`config.mk`:
```
export PLATFORM = sky130hd
export DESIGN_NAME = imem_responder
export DESIGN_NICKNAME = d
export VERILOG_FILES = /design/src/rtl/imem_pkg.sv /design/src/rtl/imem_word_array.sv /design/src/rtl/imem_responder.sv
export SDC_FILE = /design/constraint.sdc
export NUM_CORES = 2
export LEC_CHECK = 0
export ABC_AREA = 1
export BUFFER_PORTS_ARGS = -buffer_cell sky130_fd_sc_hd__buf_4
export CAP_MARGIN = 20
export CORE_AREA = 2 2 475 477
export CTS_CLUSTER_DIAMETER = 100
export DETAILED_ROUTE_END_ITERATION = 10
export DIE_AREA = 0 0 477 479
export HOLD_SLACK_MARGIN = 0.05
export SLEW_MARGIN = 30
export SYNTH_ARGS = -nofsm -noshare
export SYNTH_HDL_FRONTEND = slang
export SYNTH_SLANG_ARGS = --single-unit
```
`constraint.sdc`:
```
create_clock -name clk -period 3 [get_ports clk]
set_input_delay 0.3 -clock clk [delete_from_list [all_inputs] [get_ports clk]]
set_output_delay 0.3 -clock clk [all_outputs]
set_load 0.005 [all_outputs]
```
`src/rtl/imem_pkg.sv`:
```
// imem_pkg: shared types, constants and address helpers for the
// instruction-memory responder.
//   state_e      : responder FSM states (IDLE, WAIT, RESP)
//   WORD_W       : instruction word width
//   DEF_*        : default parameter values for imem_responder
//   word_index() : byte address -> word index
//   addr_err()   : misaligned or out-of-range fetch address
package imem_pkg;

  localparam int WORD_W          = 32;
  localparam int DEF_ADDR_W      = 8;
  localparam int DEF_DEPTH_WORDS = 64;
  localparam int DEF_LATENCY     = 2;

  typedef enum logic [1:0] {
    IDLE = 2'd0,
    WAIT = 2'd1,
    RESP = 2'd2
  } state_e;

  // Callers zero-extend their ADDR_W-bit address to 32 bits.
  function automatic logic [31:0] word_index(input logic [31:0] addr);
    return addr >> 2;
  endfunction

  function automatic logic addr_err(input logic [31:0] addr, input int depth);
    return (addr[1:0] != 2'b00) || (word_index(addr) >= 32'(depth));
  endfunction

endpackage

```
`src/rtl/imem_word_array.sv`:
```
// imem_word_array: DEPTH_WORDS x 32-bit program storage.
//   clk     in  clock
//   wr_en   in  write strobe (already qualified by the load handshake)
//   wr_idx  in  word index to write; out-of-range writes are dropped
//   wr_data in  word to write
//   rd_idx  in  word index to read (asynchronous read)
//   rd_data out word at rd_idx; 0 for an out-of-range index
module imem_word_array
  import imem_pkg::*;
#(
  parameter int IDX_W       = 6,
  parameter int DEPTH_WORDS = 64
) (
  input  logic              clk,
  input  logic              wr_en,
  input  logic [IDX_W-1:0]  wr_idx,
  input  logic [WORD_W-1:0] wr_data,
  input  logic [IDX_W-1:0]  rd_idx,
  output logic [WORD_W-1:0] rd_data
);

  localparam int AW = (DEPTH_WORDS > 1) ? $clog2(DEPTH_WORDS) : 1;

  logic [WORD_W-1:0] mem_q [DEPTH_WORDS];

  logic wr_in_range;
  logic rd_in_range;

  assign wr_in_range = 32'(wr_idx) < 32'(DEPTH_WORDS);
  assign rd_in_range = 32'(rd_idx) < 32'(DEPTH_WORDS);

  // NOTE: the storage has no reset branch; program words must survive a
  // responder reset, and a reset loop over the array would also stop it
  // mapping onto RAM. Sequential state is always written with <= so every
  // flop samples pre-edge values regardless of statement order.
  always_ff @(posedge clk) begin
    if (wr_en && wr_in_range) begin
      mem_q[wr_idx[AW-1:0]] <= wr_data;
    end
  end

  assign rd_data = rd_in_range ? mem_q[rd_idx[AW-1:0]] : '0;

endmodule

```
`src/rtl/imem_responder.sv`:
```
// imem_responder: serves 32-bit instruction fetches over a valid/ready
// request/response handshake with a fixed LATENCY, plus a side load port
// for writing program words while idle.
//   clk, reset         clock; synchronous active-high reset
//   req_valid/ready    fetch request handshake, req_addr = byte PC
//   rsp_valid/ready    response handshake, rsp_data word, rsp_err flag
//   load_en/ready      program-word write; load_addr (byte), load_data
//   fetch_count        completed response handshakes (wraps at 16 bits)
module imem_responder
  import imem_pkg::*;
#(
  parameter int ADDR_W      = DEF_ADDR_W,
  parameter int DEPTH_WORDS = DEF_DEPTH_WORDS,
  parameter int LATENCY     = DEF_LATENCY
) (
  input  logic              clk,
  input  logic              reset,
  input  logic              req_valid,
  output logic              req_ready,
  input  logic [ADDR_W-1:0] req_addr,
  output logic              rsp_valid,
  input  logic              rsp_ready,
  output logic [WORD_W-1:0] rsp_data,
  output logic              rsp_err,
  input  logic              load_en,
  output logic              load_ready,
  input  logic [ADDR_W-1:0] load_addr,
  input  logic [WORD_W-1:0] load_data,
  output logic [15:0]       fetch_count
);

  localparam int IDX_W = ADDR_W - 2;
  localparam int CNT_W = 4;

  state_e            state_q, state_d;
  logic [CNT_W-1:0]  cnt_q, cnt_d;
  logic [IDX_W-1:0]  idx_q, idx_d;
  logic              err_q, err_d;
  logic [WORD_W-1:0] rsp_data_q, rsp_data_d;
  logic              rsp_err_q, rsp_err_d;
  logic [15:0]       fetch_count_q, fetch_count_d;

  logic [IDX_W-1:0]  req_idx;
  logic              req_err;
  logic [IDX_W-1:0]  load_idx;
  logic [IDX_W-1:0]  rd_idx;
  logic [WORD_W-1:0] rd_data;
  logic              mem_wr_en;

  assign req_idx  = IDX_W'(word_index(32'(req_addr)));
  assign req_err  = addr_err(32'(req_addr), DEPTH_WORDS);
  assign load_idx = IDX_W'(word_index(32'(load_addr)));

  // The array is read at the index about to be captured into the response
  // register: straight from the request when LATENCY==1 skips WAIT,
  // otherwise from the index latched at acceptance.
  assign rd_idx = (state_q == IDLE) ? req_idx : idx_q;

  imem_word_array #(
    .IDX_W       (IDX_W),
    .DEPTH_WORDS (DEPTH_WORDS)
  ) u_array (
    .clk     (clk),
    .wr_en   (mem_wr_en),
    .wr_idx  (load_idx),
    .wr_data (load_data),
    .rd_idx  (rd_idx),
    .rd_data (rd_data)
  );

  always_ff @(posedge clk) begin
    if (reset) begin
      state_q       <= IDLE;
      cnt_q         <= '0;
      idx_q         <= '0;
      err_q         <= 1'b0;
      rsp_data_q    <= '0;
      rsp_err_q     <= 1'b0;
      fetch_count_q <= '0;
    end else begin
      state_q       <= state_d;
      cnt_q         <= cnt_d;
      idx_q         <= idx_d;
      err_q         <= err_d;
      rsp_data_q    <= rsp_data_d;
      rsp_err_q     <= rsp_err_d;
      fetch_count_q <= fetch_count_d;
    end
  end

  always_comb begin
    // NOTE: every signal written below gets a default first, so no path
    // through the case leaves one unassigned and no latch is inferred.
    state_d       = state_q;
    cnt_d         = cnt_q;
    idx_d         = idx_q;
    err_d         = err_q;
    rsp_data_d    = rsp_data_q;
    rsp_err_d     = rsp_err_q;
    fetch_count_d = fetch_count_q;
    req_ready     = 1'b0;
    rsp_valid     = 1'b0;
    load_ready    = 1'b0;
    mem_wr_en     = 1'b0;

    unique case (state_q)
      IDLE: begin
        req_ready  = 1'b1;
        // A pending request always wins over a load in the same cycle.
        load_ready = ~req_valid;
        mem_wr_en  = load_en & ~req_valid;
        if (req_valid) begin
          idx_d = req_idx;
          err_d = req_err;
          cnt_d = CNT_W'(LATENCY - 1);
          if (LATENCY > 1) begin
            state_d = WAIT;
          end else begin
            state_d    = RESP;
            rsp_err_d  = req_err;
            rsp_data_d = req_err ? '0 : rd_data;
          end
        end
      end

      WAIT: begin
        cnt_d = cnt_q - 1'b1;
        if (cnt_q == CNT_W'(1)) begin
          state_d    = RESP;
          rsp_err_d  = err_q;
          rsp_data_d = err_q ? '0 : rd_data;
        end
      end

      RESP: begin
        rsp_valid = 1'b1;
        if (rsp_ready) begin
          state_d       = IDLE;
          fetch_count_d = fetch_count_q + 16'd1;
          rsp_data_d    = '0;
          rsp_err_d     = 1'b0;
        end
      end

      default: state_d = IDLE;
    endcase
  end

  assign rsp_data    = rsp_data_q;
  assign rsp_err     = rsp_err_q;
  assign fetch_count = fetch_count_q;

endmodule

```
# ---- After elaboration in Yosys (flattened, before gate mapping)
# Memories as Yosys holds them, arrays and structs flattened.
# Index checks and enable logic that the tools add are counted.
dict set report op_classes {
  order_cmp 1
  n_mul 0
  n_shift 0
  n_reduce_logical 10
  n_eq_ne 6
  n_addsub 2
  n_mux 20
  bitwise 2
  n_div 0
}
# operator n
set ops {}
lappend ops {{2-to-1 mux 32 bit} 3}
lappend ops {{one-hot mux 32 bit (2 select lines)} 1}
lappend ops {{adder 16 x 1 -> 16 bit, second input constant} 1}
lappend ops {{2-to-1 mux 1 bit} 8}
lappend ops {{one-hot mux 4 bit (2 select lines)} 1}
lappend ops {{greater-or-equal comparator 6 x 7 -> 1 bit, second input constant} 1}
lappend ops {{2-to-1 mux 2 bit} 3}
lappend ops {{2-to-1 mux 6 bit} 1}
lappend ops {{!= test 2 bit, second input constant} 3}
lappend ops {{one-hot mux 2 bit (3 select lines)} 1}
lappend ops {{AND reduction 2 bit} 3}
lappend ops {{AND reduction 3 bit} 2}
lappend ops {{nonzero test 2 bit} 3}
lappend ops {{== test 4 x 1 -> 1 bit, second input constant} 1}
lappend ops {{2-to-1 mux 4 bit} 1}
lappend ops {{subtractor 4 x 1 -> 4 bit, second input constant} 1}
lappend ops {{== test 2 x 1 -> 1 bit, second input constant} 1}
lappend ops {{== test 2 bit, second input constant} 1}
lappend ops {{logical NOT 2 bit} 1}
lappend ops {{one-hot mux 1 bit (2 select lines)} 1}
lappend ops {{bitwise AND 1 bit} 1}
lappend ops {{logical OR 1 bit} 1}
lappend ops {{NOT 1 bit} 1}
dict set report totals {
  latchBits 0
  regBits 62
  input_bits 53
  ramBits 2048
  memories 1
  romBits 0
  word_cells 49
}
# memory depth width read_ports rd_ports_with_merged_regs write_ports line
set memory_table {}
lappend memory_table {u_array.mem_q 64 32 1 0 1 imem_word_array.sv:24} ;# logic [WORD_W-1:0] mem_q [DEPTH_WORDS];

# ---- Depth between registers and ports, before layout
# An unclocked memory read counts as a cell.
dict set report depth {
  depth_word 6
  ltp_mapped 16
}

# ---- Modules after synthesis
# From an unflattened synthesis, not the netlist that was laid out.
dict set report hier_totals {
  cells_unflattened 7092
  area_unflattened_um2 84725.0
}
# module cells_each area_each_um2 seq_area_each_um2 instances
set modules_own_cells {}
lappend modules_own_cells {imem_word_array 6737 82097.5 61499.0 1}
lappend modules_own_cells {imem_responder 355 2627.5 1241.2 1}

# ---- Worst setup path before layout
# No wires, ideal clock.
dict set report synth_timing {
  path_kind {register to register}
  start {register state_q[0]}
  end {memory u_array.mem_q[0][0], enable pin}
  required_ns 2.579
  path_slack_ns 0.090
  path_buffers 0
  setup_ns 0.421
  arrival_time_ns 2.489
  period_less_slack_ns 2.910
  path_stages_with_launch 8
  path_cell_list {dfxtp_1 -> inv_2 -> nand2_4 -> nor2_1 -> nand2_1 -> nor2_1 -> nand3_1 -> nor2_1}
}
dict set report synth_via {
  elab_chain_len 4
}
# item line
set synth_rtl {}
lappend synth_rtl {{start: declaration} imem_responder.sv:35} ;# state_e state_q, state_d;
lappend synth_rtl {{start signal: assignment} imem_responder.sv:81} ;# state_q <= state_d;
lappend synth_rtl {{logical NOT 2 bit} imem_responder.sv:106} ;# unique case (state_q)
lappend synth_rtl {{2-to-1 mux 1 bit} imem_responder.sv:106}
lappend synth_rtl {{2-to-1 mux 1 bit} imem_word_array.sv:37} ;# if (wr_en && wr_in_range) begin
lappend synth_rtl {{2-to-1 mux 1 bit (not written as such)} imem_word_array.sv:38} ;# mem_q[wr_idx[AW-1:0]] <= wr_data;
lappend synth_rtl {{end: declaration} imem_word_array.sv:24}
# No other way between the ends.

# ---- Worst setup path after layout
dict set report layout_timing {
  start {register state_q[1]}
  end {register rsp_data_q[27] (netlist: rsp_data[27])}
}
dict set report layout_via {
  elab_chain_len 6
  word_cells_on_any_way 12
}
# item line
set layout_rtl {}
lappend layout_rtl {{logical NOT 2 bit} {imem_responder.sv:57, imem_responder.sv:106}}
lappend layout_rtl {{2-to-1 mux 6 bit} imem_responder.sv:57} ;# assign rd_idx = (state_q == IDLE) ? req_idx : idx_q;
lappend layout_rtl {{memory read (64 x 32 bit)} n/a}
lappend layout_rtl {{2-to-1 mux 32 bit} imem_responder.sv:131} ;# rsp_data_d = err_q ? '0 : rd_data;
lappend layout_rtl {{2-to-1 mux 32 bit} imem_responder.sv:128} ;# if (cnt_q == CNT_W'(1)) begin
lappend layout_rtl {{one-hot mux 32 bit (2 select lines)} imem_responder.sv:106}
lappend layout_rtl {{end signal: assignment} imem_responder.sv:85} ;# rsp_data_q <= rsp_data_d;
lappend layout_rtl {{end: declaration} imem_responder.sv:39} ;# logic [WORD_W-1:0] rsp_data_q, rsp_data_d;
# Several ways; a longest one is shown, not always the timed one. The select of a mux whose other input is x is not followed.
# A chain may end at the register's enable or synchronous reset.

==> summary.txt <==
total die area -> 0.228 sq mm
Yosys warnings -> 0
Yosys reg bits -> 2110
final setup fails -> 0
routed wire length -> 246 mm
CTS tree -> built
DRC -> 0
critical path cell sequence -> inv_2 -> nand2_4 -> nand2_1 -> nand2_8 -> buf_4 -> buf_12 -> nand2_1 -> nand3_1 -> nand3_1 -> nand3_1 -> nand3_1 -> nand3_1 -> nand3_1 -> a21oi_1
Cells after Synth -> 6953
Design Area, Final -> 0.0986 sq mm
CTS Buf Count -> 208
Sink Count -> 2110
Via density -> 5.43
antenna viol nets, final -> 0
die extent in x -> 477 um
Iter 0 DRT Violations -> 5739
dpl hpwl -> 136 mm
result of the run -> finished, final reports clean
Max Cap Viol -> 0
vias in the first global route -> 54300
boundary pin count -> 105
Slowest cell on crit path -> dfxtp_1
routed len/inst -> 23.7 um
WP buf/inv -> 3
Die Ht -> 479 um
routed via count -> 56300
Syn Std Cell Area -> 0.0843 sq mm
core area -> 0.224 sq mm
Top cell by count, worst path -> nand3_1
Final GP Congestion -> 0.808
fill count -> 20000
Seq/Total Area, Yosys -> 74.4%
layout cell share with drive strength beyond 1 -> 11.2%
worst endpoint required time -> 3.77 ns
pre-CTS setup slack -> 0.0486 ns
skew final -> 0.0456 ns
clock latency on the worst-skew pair -> 0.86 ns
Post-DP Area -> 0.0913 sq mm
first-pass GRT wire length -> 360 mm
Area Overhead vs Synth -> 16.9%
worst slew pin tran -> 0.858 ns
Layout Nets -> 7254
CTS root buf -> clkbuf_16
Fmax -> 0.346 GHz
Pwr Density -> 709 mW/mm^2
GR Overflow Total -> 0
Max stage delay on crit path -> 0.43 ns
Pleak -> 33.8 nW
Post-Syn Area per Cell -> 12.1 sq um
CP delay by family, top -> simple AND/OR/NAND/NOR gates
crit share post-route -> 96.5%
syn_nets -> 7009
synth unique cells -> 30
worst hold path class -> primary input to register
startpoint types -> register
Worst Path Max Fanout -> 54
Total GRT Usage -> 21.0%
final hold vios -> 0
Starting Density -> 37.7%
Tmin final -> 2.89 ns
largest net degree at the start of global routing -> 94
CTS clock-pin slew for the worst setup and hold paths -> 0.06 ns
Worst VDD drop -> 459 uV
row cnt -> 174
number of port buffers -> 102
drt pass-1 iters -> 7
Design Power -> 0.0699 W
final slew viol count -> 0
initial antenna violation count -> 4
H-tree depth -> 4
Final Hold Slack -> 0.169 ns
critical path type -> register to register
Worst Path Arrival -> 3.66 ns
CP endpoint kind -> register
CTS Buffer Depth -> 3
final worst slack -> 0.106 ns
Rel. slew slack -> 42.8%
-- state kept, by name, summed over array words and instances, names as in the netlist --
register and cells:
u_array.mem_q 2048, fetch_count 16, cnt_q 4, state_q 2
idx_q 6, rsp_data 32, err_q 1, rsp_err 1
-- placed cells by master (no fill, tap or decap), types with 40 or more instances in the layout --
cell / n
edfxtp_1: 2048
buf_4: 314
clkinv_2: 40
a21oi_1: 52
nand2_1: 2072
clkbuf_1: 49
nor2_4: 67
clkinv_1: 45
clkbuf_16: 209
buf_12: 131
dfxtp_1: 62
nand3_1: 2071
dlygate4sd3_1: 49
-- final timing paths --
kind | to | startpoint | cells past startpoint | slack [ns]
min reg2reg | rsp_data[29] | rsp_data[29] | 2 | 0.47
max reg2reg | rsp_data[27] | state_q[1] | 14 | 0.11
max | rsp_data[27] | state_q[1] | 14 | 0.11
min | u_array.mem_q[13][13] | load_addr[5] | 4 | 0.17
-- synthesized netlist by cell type (all sizes together) --
| master | count | area [sq um] |
|---|---|---|
| a211oi | 5 | 37.5 |
| a21oi | 52 | 260 |
| a31oi | 1 | 6.26 |
| buf | 397 | 2080 |
| clkbuf | 63 | 236 |
| dfxtp | 62 | 1240 |
| edfxtp | 2048 | 61500 |
| ha | 3 | 37.5 |
| inv | 43 | 161 |
| nand2 | 2078 | 7810 |
| nand3 | 2071 | 10400 |
| nand4 | 4 | 25.0 |
| nor2 | 92 | 360 |
| nor3 | 7 | 40.0 |
| nor3b | 1 | 12.5 |
| nor4b | 1 | 8.76 |
| o21a | 3 | 22.5 |
| o21ai | 20 | 111 |
| or2 | 1 | 6.26 |
| xor2 | 1 | 8.76 |
-- worst register-to-register path: cells and delay by family, from the launching register on --
family | cells | cell delay, ns
AND/OR/NAND/NOR | 10 | 1.70
buffers and inverters | 3 | 0.53
flip-flops | 1 | 0.43
AO/OA/AOI/OAI | 1 | 0.17
-- power by group --
part           switching, W  internal [W]  leakage (nW)
logic               0.00781       0.00369          11.6
registers         0.0000588        0.0324          18.9
clock network        0.0112        0.0147          3.30
total                0.0191        0.0508          33.8
-- stage by stage --
step	TNS, ns	std cells	utilization, %
floorplan	0	6953	-
global placement	0	9927	40.8
detailed placement	0	9927	40.8
CTS	0	10400	44.1
global route	-0.00776	10400	44.1
finish	0	10400	44.1
-- repair_timing --
action / CTS / global route
setup endpoints to repair: 0 / 1
resized for setup: 0 / 1
hold buffers: 49 / 0
setup buffers: 0 / 3
endpoints found under the hold margin: 1887 / 0
-- per-layer routing --
metal  vias up  track usage [%]  wire length [um]
met5         -                0                 0
met4         0             8.43              9710
met3       396             2.90             18000
met2      2477             34.9            118000
met1     28000             27.9             99700
li1      25400                -                 -
-- logic make-up (layout without fill, tap and decap cells) --
family	count (synthesis)	after routing	share of synthesized area, %
adders and majority gates	3	3	0.0445
other	0	3	0
buffers and inverters	503	926	2.94
DFF	2110	2110	74.4
xor gates and xnor gates	1	1	0.0104
and+or+nand+nor	4255	4256	22.1
AOI/OAI and AO/OA	81	81	0.519
-- cell type report --
type | instances | area (sq um) | area share (%)
sequential | 2110 | 62700 | 63.6
multi-input combinational | 4341 | 19700 | 20.0
timing repair buffer | 494 | 5470 | 5.55
clock buffer | 262 | 5470 | 5.55
tap | 2992 | 3740 | 3.80
clock inverter | 127 | 1300 | 1.32
inverter | 43 | 175 | 0.178
antenna | 3 | 7.51 | 0.00761
No activity file was read; power rests on OpenSTA's default activity.
